--- config.mk ---
export PLATFORM = sky130hd
export DESIGN_NAME = axis_pixels_dw_upsizer
export DESIGN_NICKNAME = d
export VERILOG_FILES = /design/src/rtl/axis_pixels_dw_upsizer.sv
export SDC_FILE = /design/constraint.sdc
export NUM_CORES = 1
export LEC_CHECK = 0
export ABC_AREA = 1
export CELL_PAD_IN_SITES_DETAIL_PLACEMENT = 0
export CELL_PAD_IN_SITES_GLOBAL_PLACEMENT = 1
export CORE_UTILIZATION = 40
export CTS_BUF_LIST = sky130_fd_sc_hd__clkbuf_4 sky130_fd_sc_hd__clkbuf_8 sky130_fd_sc_hd__clkbuf_16
export DETAILED_ROUTE_END_ITERATION = 10
export PLACE_DENSITY = 0.9
export SYNTH_ARGS = -nofsm -noshare
export SYNTH_HDL_FRONTEND = slang
export SYNTH_SLANG_ARGS = --single-unit
--- constraint.sdc ---
create_clock -name aclk -period 4 [get_ports aclk]
set_clock_uncertainty 0.15 [all_clocks]
set_input_delay 0.6 -clock aclk [delete_from_list [all_inputs] [get_ports aclk]]
set_output_delay 0.6 -clock aclk [all_outputs]
set_load 0.05 [all_outputs]
--- src/rtl/axis_pixels_dw_upsizer.sv ---
// Packs narrow DMA pixel beats into the wide pixel bus, R input beats per output word.
// tlast flushes a partial word with the unfilled lanes (data and keep) zeroed.

`ifndef WORD_WIDTH
`define WORD_WIDTH 8
`endif
`ifndef S_PIXELS_WIDTH_LF
`define S_PIXELS_WIDTH_LF 256
`endif

module axis_pixels_dw_upsizer #(
  parameter int WORD_WIDTH = `WORD_WIDTH,
  parameter int S_WORDS    = 8,
  parameter int M_WORDS    = `S_PIXELS_WIDTH_LF / `WORD_WIDTH
) (
  input  logic                          aclk,
  input  logic                          aresetn,
  output logic                          s_axis_tready,
  input  logic                          s_axis_tvalid,
  input  logic                          s_axis_tlast,
  input  logic [S_WORDS*WORD_WIDTH-1:0] s_axis_tdata,
  input  logic [S_WORDS-1:0]            s_axis_tkeep,
  input  logic                          m_axis_tready,
  output logic                          m_axis_tvalid,
  output logic                          m_axis_tlast,
  output logic [M_WORDS*WORD_WIDTH-1:0] m_axis_tdata,
  output logic [M_WORDS-1:0]            m_axis_tkeep
);

  localparam int R      = M_WORDS / S_WORDS;
  localparam int BITS_R = (R > 1) ? $clog2(R) : 1;
  localparam int SLICE  = S_WORDS * WORD_WIDTH;
  localparam logic [BITS_R-1:0] LAST_CNT = BITS_R'(R - 1);

  if (R < 1 || (M_WORDS % S_WORDS) != 0) begin : g_bad_ratio
    $error("axis_pixels_dw_upsizer: M_WORDS must be a positive multiple of S_WORDS");
  end

  logic [BITS_R-1:0]             cnt;
  logic [M_WORDS*WORD_WIDTH-1:0] acc_data;
  logic [M_WORDS-1:0]            acc_keep;
  logic [M_WORDS*WORD_WIDTH-1:0] merge_data;
  logic [M_WORDS-1:0]            merge_keep;
  logic                          acc_beat;
  logic                          out_beat;
  logic                          complete;

  assign s_axis_tready = !m_axis_tvalid || m_axis_tready;
  assign acc_beat      = s_axis_tvalid && s_axis_tready;
  assign out_beat      = m_axis_tvalid && m_axis_tready;
  assign complete      = acc_beat && (cnt == LAST_CNT || s_axis_tlast);

  // Slots below cnt keep accumulated beats, slot cnt takes the live beat, slots above stay zero.
  always_comb begin
    merge_data = '0;
    merge_keep = '0;
    for (int b = 0; b < R; b++) begin
      if (b == int'(cnt)) begin
        merge_data[b*SLICE +: SLICE]     = s_axis_tdata;
        merge_keep[b*S_WORDS +: S_WORDS] = s_axis_tkeep;
      end else if (b < int'(cnt)) begin
        merge_data[b*SLICE +: SLICE]     = acc_data[b*SLICE +: SLICE];
        merge_keep[b*S_WORDS +: S_WORDS] = acc_keep[b*S_WORDS +: S_WORDS];
      end
    end
  end

  always_ff @(posedge aclk) begin
    if (!aresetn) begin
      cnt           <= '0;
      acc_data      <= '0;
      acc_keep      <= '0;
      m_axis_tvalid <= 1'b0;
      m_axis_tlast  <= 1'b0;
      m_axis_tdata  <= '0;
      m_axis_tkeep  <= '0;
    end else if (complete) begin
      // A completing beat can land while the previous word is being taken, so valid stays high.
      m_axis_tdata  <= merge_data;
      m_axis_tkeep  <= merge_keep;
      m_axis_tlast  <= s_axis_tlast;
      m_axis_tvalid <= 1'b1;
      cnt           <= '0;
      acc_data      <= '0;
      acc_keep      <= '0;
    end else begin
      if (out_beat) begin
        m_axis_tvalid <= 1'b0;
      end
      if (acc_beat) begin
        acc_data <= merge_data;
        acc_keep <= merge_keep;
        cnt      <= cnt + 1'b1;
      end
    end
  end

endmodule

==> summary.txt, run 1 <==
Status
  – Status: finished, final reports clean

Job
  – Number of max-cap violations: 0

STA
  – Worst slew margin: 27.7%
  – Final Hold Fails: 0
  – Worst Tran Pin Value: ~1.1 ns
  – Setup ws final: 1.02 ns
  – Final period util: 74.6%
  – FMAX: 335 MHz
  – Setup_tns: 0 ns
  – RSZ-0062 raised after global routing: false
  – Pins over their slew limit: 0
  – Hold Slack: 0.276 ns
  – Fin crit period: 2.98 ns
  – Final setup fails: 0

Finish
  – Ant. Diodes: 0
  – Layout cells sized above 1: 4.42%
  – Multi-input logic area: 9230 µm²
  – Finished Cell Area: 27300 µm²
  – Net count, final: between 3000 and 4000
  – Sequential Area: 10200 µm²
  – Util after Layout: 52.0%
  – Area growth syn-to-layout: 28.5%
  – Filler Cell Count: 5261

Die
  – I/O Pins: 368
  – Core area: around 53000 µm²
  – Cell Rows: between 80 and 90
  – Die Ht: 233 µm
  – Die ar.: roughly 54000 µm²
  – Initial Utilization: 40.5%
  – DIE WIDTH: 233 µm

Setup path
  – R2R Path End: m_axis_tdata[108]
  – CP max stage cell: buf_4
  – CP top delay family: buffers and inverters
  – Critical path data arrival time: 3.32 ns
  – Most common cell on crit path: nand2_1
  – Buffers & Inverters on Critical Path: 3
  – Slowest stage delay, CP: 0.81 ns
  – Critical Path RT: about 4.3 ns
  – Worst reg2reg path depth: 9
  – Crit path max fanout: 92
  – Critical Path Source Type: flop
  – RR Startpoint: cnt[0]
  – CP Capture Type: flop
  – R2r setup slk: 1.02 ns
  – Critical-path cell list: ha_4, inv_1, nand2_1, nand3_4, buf_4, buf_4, nand2_1, nand2_1, nor2_1
  – Crit path kind: flop to flop

Synthesis
  – Synth Warn #: 0
  – Net Count, Synth: 3233
  – Seq/Total Area, Yosys: 47.8%
  – Synth Register Bits: 508
  – Synthesized area per cell: 6.75 µm²
  – Count of cell types in the netlist: 17
  – Post-synthesis cell area: 21300 µm²
  – Post-synthesis cell count: 3152

Place
  – Routability cong.: 0.745
  – DP Area: between 20000 and 30000 µm²
  – PortBufs: around 370
  – Post-DP HPWL: 38800 µm
  – Place WS: 0.639 ns

Detailed routing
  – DRC: 0
  – TritonRoute pass-1 iters: 7
  – Final wirelength: 64900 µm
  – Vias: 20264
  – Initial DRC count: 1560
  – WL/cell: around 16 µm
  – Vias per Instance: 4.93
  – Final ANT Viol Nets: 0

Clock network
  – CTS buffer count: 55
  – Htree depth: 2
  – Root Buffer: clkbuf_16
  – Setup Fix Bufs, Post-CTS: 0
  – Clk pin slew, worst setup/hold paths: 0.06 ns
  – Clock sinks: 508
  – Post-cts hold buffer count: 0
  – CTS Buffer Depth: 3
  – TritonCTS clock tree: built
  – PostCTS Resize Cnt: 0
  – Worst-skew pair later-pin latency: roughly 0.60 ns

Pwr
  – Power per Cell Area: about 470 nW/µm²
  – P_leak: 11.8 nW
  – Max VDD drop: 302 µV

Global routing
  – Initial antenna violation count: 0
  – Vias in the first global route: 18175
  – Global-route usage over all layers: 23.3%
  – First-pass GRT wire length: 101000 µm
  – Largest net degree at the start of global routing: 141
  – Gr ovfl total: 0

Worst hold path
  – WHS Path Cells: 3
  – Worst min-delay path class: input port to flop
  – Hold path start: aresetn
  – Worst Hold Path EP: m_axis_tkeep[20]
## layer usage
metal | vias up | track usage [%] | wire, µm
met4 | 0 | 8.33 | 1880
li1 | 10299 | - | -
met2 | 526 | 36.9 | 29500
met1 | 9333 | 32.1 | 30200
met5 | - | 0 | 0
met3 | 106 | 3.43 | 3350
## cell usage after synthesis (all sizes together)
cell type / instances / area, µm²
nand3: 362 / 1820
clkbuf: 64 / 240
ha: 4 / 50.1
buf: 172 / 865
a21oi: 221 / 1110
nand2: 1163 / 4370
dfxtp: 508 / 10200
nor2: 288 / 1080
o21ai: 144 / 721
inv: 226 / 848
## worst max-delay path by stage
stage / slack (ns) / end / depth (start not counted) / from
floorplan: 1.87 / acc_data[100] / 11 / cnt[1]
global placement: 0.69 / m_axis_tdata[172] / 9 / m_axis_tready
detailed placement: 0.64 / m_axis_tdata[180] / 9 / m_axis_tready
CTS: 1.03 / m_axis_tdata[180] / 9 / cnt[0]
global route: 0.76 / m_axis_tdata[110] / 9 / cnt[0]
finish: 1.02 / m_axis_tdata[108] / 9 / cnt[0]
## sequential cells by signal, summed over array words and instances (netlist names)
register	count
cnt	2
m_axis_tdata	256
acc_keep	24
m_axis_tlast	1
m_axis_tkeep	32
acc_data	192
m_axis_tvalid	1
## per-stage QoR
step	instances	power [mW]
after floorplan	3152	6.68
after global placement	4005	7.36
after detailed placement	4005	7.37
after CTS	4107	12.9
after global routing	4107	13.3
final	4107	12.8
## final cells by class
type / instances / area share [%]
timing repair buffer: 401 / 15.4
tap: 688 / 3.15
clock inverter: 20 / 1.05
sequential: 508 / 37.2
inverter: 226 / 3.11
multi-input combinational: 2182 / 33.8
clock buffer: 82 / 6.27
## cells in the final DEF, fill, tap and decap left out, drive strengths merged
cell type | synthesis | final
a21oi | 221 | 221
buf | 172 | 35
bufinv | 0 | 7
clkbuf | 64 | 82
clkdlybuf4s50 | 0 | 366
clkinv | 0 | 10
clkinvlp | 0 | 3
dfxtp | 508 | 508
ha | 4 | 4
inv | 226 | 226
nand2 | 1163 | 1163
nand3 | 362 | 362
nor2 | 288 | 288
o21ai | 144 | 144
## worst register-to-register path: cells and delay by family, from the launching register on
| kind | cells | cell delay (ns) |
|---|---|---|
| simple gates | 5 | 0.60 |
| fa+ha+maj | 1 | 0.29 |
| flops | 1 | 0.38 |
| buf+inv | 3 | 1.45 |
## kinds of logic (layout without fill, tap and decap cells)
group           count (synthesis)  count (layout)  share of synthesized area (%)
compound gates                365             365                           8.61
flops                         508             508                           47.8
fa+ha+maj                       4               4                          0.235
simple gates                 1813            1813                           34.2
buf+inv                       462             729                           9.18
## power breakdown
group	leakage (nW)	internal [mW]	switching, mW
sequential	4.13	5.26	0.111
clock	0.998	3.41	2.16
combinational	6.63	0.559	1.33
total	11.8	9.22	3.59
(Power assumes the default switching activity.)
==> run 2: changes to the inputs <==
--- a/config.mk
+++ b/config.mk
@@ -8,10 +8,10 @@
 export ABC_AREA = 1
 export CELL_PAD_IN_SITES_DETAIL_PLACEMENT = 0
 export CELL_PAD_IN_SITES_GLOBAL_PLACEMENT = 1
-export CORE_UTILIZATION = 40
+export CORE_UTILIZATION = 34
 export CTS_BUF_LIST = sky130_fd_sc_hd__clkbuf_4 sky130_fd_sc_hd__clkbuf_8 sky130_fd_sc_hd__clkbuf_16
 export DETAILED_ROUTE_END_ITERATION = 10
-export PLACE_DENSITY = 0.9
+export PLACE_DENSITY = 0.82
 export SYNTH_ARGS = -nofsm -noshare
 export SYNTH_HDL_FRONTEND = slang
 export SYNTH_SLANG_ARGS = --single-unit
==> constraint.sdc (replaced) <==
create_clock -name aclk -period 2.5 [get_ports aclk]
set_clock_uncertainty 0.15 [all_clocks]
set_input_delay 0.375 -clock aclk [delete_from_list [all_inputs] [get_ports aclk]]
set_output_delay 0.375 -clock aclk [all_outputs]
set_load 0.05 [all_outputs]
==> run 2 against run 1 <==
  * Cell area grew 3.0%
  * Clock power grew 60%
  * Final cell count grew 4.8%
  * Count of clock-buffer cells in the layout grew 6
  * Die area grew 17%
  * Critical path depth shrank 8
  * Via count shrank 0.69%
  * Combinational power grew 67%
  * Hold slack lost 0.0017 ns
  * Core utilization shrank 6.4 points
  * Sequential power grew 60%
  * Largest cell class unchanged
  * Non-clock buffer count grew 43
==> summary.txt, run 2 (synthesized netlist as in run 1, its figures left out) <==
Status
  – Status: finished, final reports clean

Die
  – DIE WIDTH: 252 µm
  – I/O Pins: 368
  – Cell Rows: 91
  – Die Ht: 252 µm
  – Die ar.: about 64000 µm²
  – Core area: between 60000 and 70000 µm²
  – Initial Utilization: 34.5%

Finish
  – Biggest regs: m_axis_tdata (256), acc_data (192), m_axis_tkeep (32)
  – Layout cells sized above 1: about 5.7%
  – Top reg by flops: m_axis_tdata
  – Most common cell after layout, fill and taps aside: nand2_1
  – Ant. Diodes: 0
  – Area growth syn-to-layout: 32.3%
  – Net count, final: 3500
  – Max FFs per register: 256
  – Commonest non-fill, non-tap cells in the layout: nand2_1 (1159), dfxtp_1 (507), clkdlybuf4s50_1 (364), nand3_1 (361), nor2_1 (288)

Clock network
  – Clk pin slew, worst setup/hold paths: 0.06 ns
  – CTS Buffer Depth: 3
  – Root Buffer: clkbuf_16
  – Setup Fix Bufs, Post-CTS: 0
  – Clock sinks: 508
  – CTS buffer count: 57
  – PostCTS Resize Cnt: 0
  – TritonCTS clock tree: built
  – Htree depth: 2
  – Worst-skew pair later-pin latency: between 0.6 and 0.7 ns

Setup path
  – CP max stage cell: clkdlybuf4s50_1
  – Slowest stage delay, CP: 0.90 ns
  – R2r setup slk: 0.37 ns
  – Critical Path Source Type: flop
  – Worst reg2reg path depth: 7
  – Critical Path RT: 1.98 ns
  – Critical path data arrival time: 1.91 ns
  – RR Startpoint: cnt[0]
  – CP Capture Type: output pin
  – WP depth: 1
  – Crit path to: m_axis_tkeep[31]
  – Crit path kind: flop to output pin
  – Critical-path cell list: clkdlybuf4s50_1
  – CP startpoint: m_axis_tkeep[31]
  – Buffers & Inverters on Critical Path: 1
  – Crit path max fanout: 2
  – CP top delay family: buffers and inverters
  – R2R Path End: acc_data[173]

Pwr
  – Switching share of total power: about 28%
  – Overall power: roughly 21 mW
  – Flop pwr share: 41.5%
  – Clk network pwr share: 43.2%
  – Logic pwr share: between 15 and 20%
  – Max VDD drop: ~500 µV
  – Net Switching: 5.81 mW
  – Int Power: 14.9 mW
  – P_leak: 12.1 nW
  – Power per Cell Area: 735 nW/µm²

Global routing
  – First-pass GRT wire length: 106000 µm
  – Global-route usage over all layers: 20.7%
  – Initial antenna violation count: 0
  – Vias in the first global route: 18428
  – Gr ovfl total: 0
  – Largest net degree at the start of global routing: 97

STA
  – Final Hold Fails: 0
  – Setup_tns: 0 ns
  – FMAX: about 410 MHz
  – Pins over their slew limit: 0
  – Fin crit period: about 2.4 ns
  – Worst slew margin: 56.3%
  – Final period util: 97.4%
  – Worst Tran Pin Value: 0.656 ns
  – RSZ-0062 raised after global routing: false
  – Final setup fails: 0

Detailed routing
  – DRC: 0
  – Final ANT Viol Nets: 0
  – Final wirelength: between 60000 and 70000 µm
  – Met3 Wirelength: 3740 µm
  – Vias per Instance: 4.68
  – Initial DRC count: ~1300
  – Vias: a little over 20000
  – M1 WL: 31400 µm
  – Met2 wire length: 30700 µm
  – DR top layer: met4
  – TritonRoute pass-1 iters: 5
  – WL/cell: 15.6 µm

Job
  – Number of max-cap violations: 0

Worst hold path
  – Worst min-delay path class: input port to flop
  – WHS Path Cells: 3

Place
  – Post-DP HPWL: 41800 µm
  – PortBufs: 367
  – Routability cong.: 0.761
==> run 2: cell types whose count changed in the layout (fill, tap and decap cells not counted), sizes merged <==
cell and delta:
clkinv +3, buf +44, dlygate4sd3 +1, clkinvlp -1
inv -1, clkdlybuf4s50 -2, clkbuf +6, bufinv -3
==> run 2: worst min path at each step <==
stage	from	endpoint	slack [ns]
CTS	s_axis_tlast	m_axis_tlast	0.24
global route	s_axis_tlast	m_axis_tlast	0.25
global placement	acc_data[63]	acc_data[63]	0.30
floorplan	acc_data[100]	acc_data[100]	0.29
finish	s_axis_tlast	m_axis_tlast	0.27
detailed placement	acc_data[66]	acc_data[66]	0.30
==> run 2: through the flow <==
step | setup slack (ns) | cell area, µm² | utilization [%] | hold WS, ns | instances
2_1_floorplan | 0.371 | 21300 | - | 0.294 | 3152
3_3_place_gp | 0.181 | 26100 | 42.3 | 0.300 | 4196
3_5_place_dp | 0.170 | 26100 | 42.3 | 0.301 | 4196
4_1_cts | 0.0388 | 28100 | 45.6 | 0.241 | 4303
5_1_grt | 0.0225 | 28100 | 45.6 | 0.250 | 4303
6_report | 0.0650 | 28100 | 45.6 | 0.275 | 4303
==> run 2: tightest hold or removal path: cells and delay by family <==
kind | cells | cell delay, ns
buffers and inverters | 1 | 0.46
AO/OA/AOI/OAI | 1 | 0.06
AND/OR/NAND/NOR | 1 | 0.09
==> run 2: final cells by class <==
| class | count | area [µm²] |
|---|---|---|
| clock buffer | 88 | 1840 |
| clock inverter | 18 | 204 |
| fill | 6287 | 33600 |
| inverter | 226 | 852 |
| multi-input combinational | 2182 | 9230 |
| sequential | 508 | 10200 |
| tap | 837 | 1050 |
| timing repair buffer | 444 | 4790 |
==> run 2: routing by layer <==
| metal | GRT usage, % | up-vias |
|---|---|---|
| met5 | 0 | - |
| met4 | 4.97 | 0 |
| met3 | 3.66 | 91 |
| met2 | 33.7 | 491 |
| met1 | 28.2 | 9136 |
| li1 | - | 10406 |
==> run 2: power groups by stage <==
stage / logic [mW] / registers, mW / clock network (mW)
6_report: 3.16 / 8.59 / 8.92
5_1_grt: 3.42 / 8.62 / 9.49
4_1_cts: 3.19 / 8.59 / 9.16
3_5_place_dp: 3.18 / 8.76 / 0
3_3_place_gp: 3.18 / 8.76 / 0
2_1_floorplan: 1.20 / 9.49 / 0
==> run 2: what timing repair did <==
item | in CTS | in global routing
hold buffers | 1 | 0
endpoints found under the hold margin | 5 | 0
endpoints found under the setup margin | 0 | 0
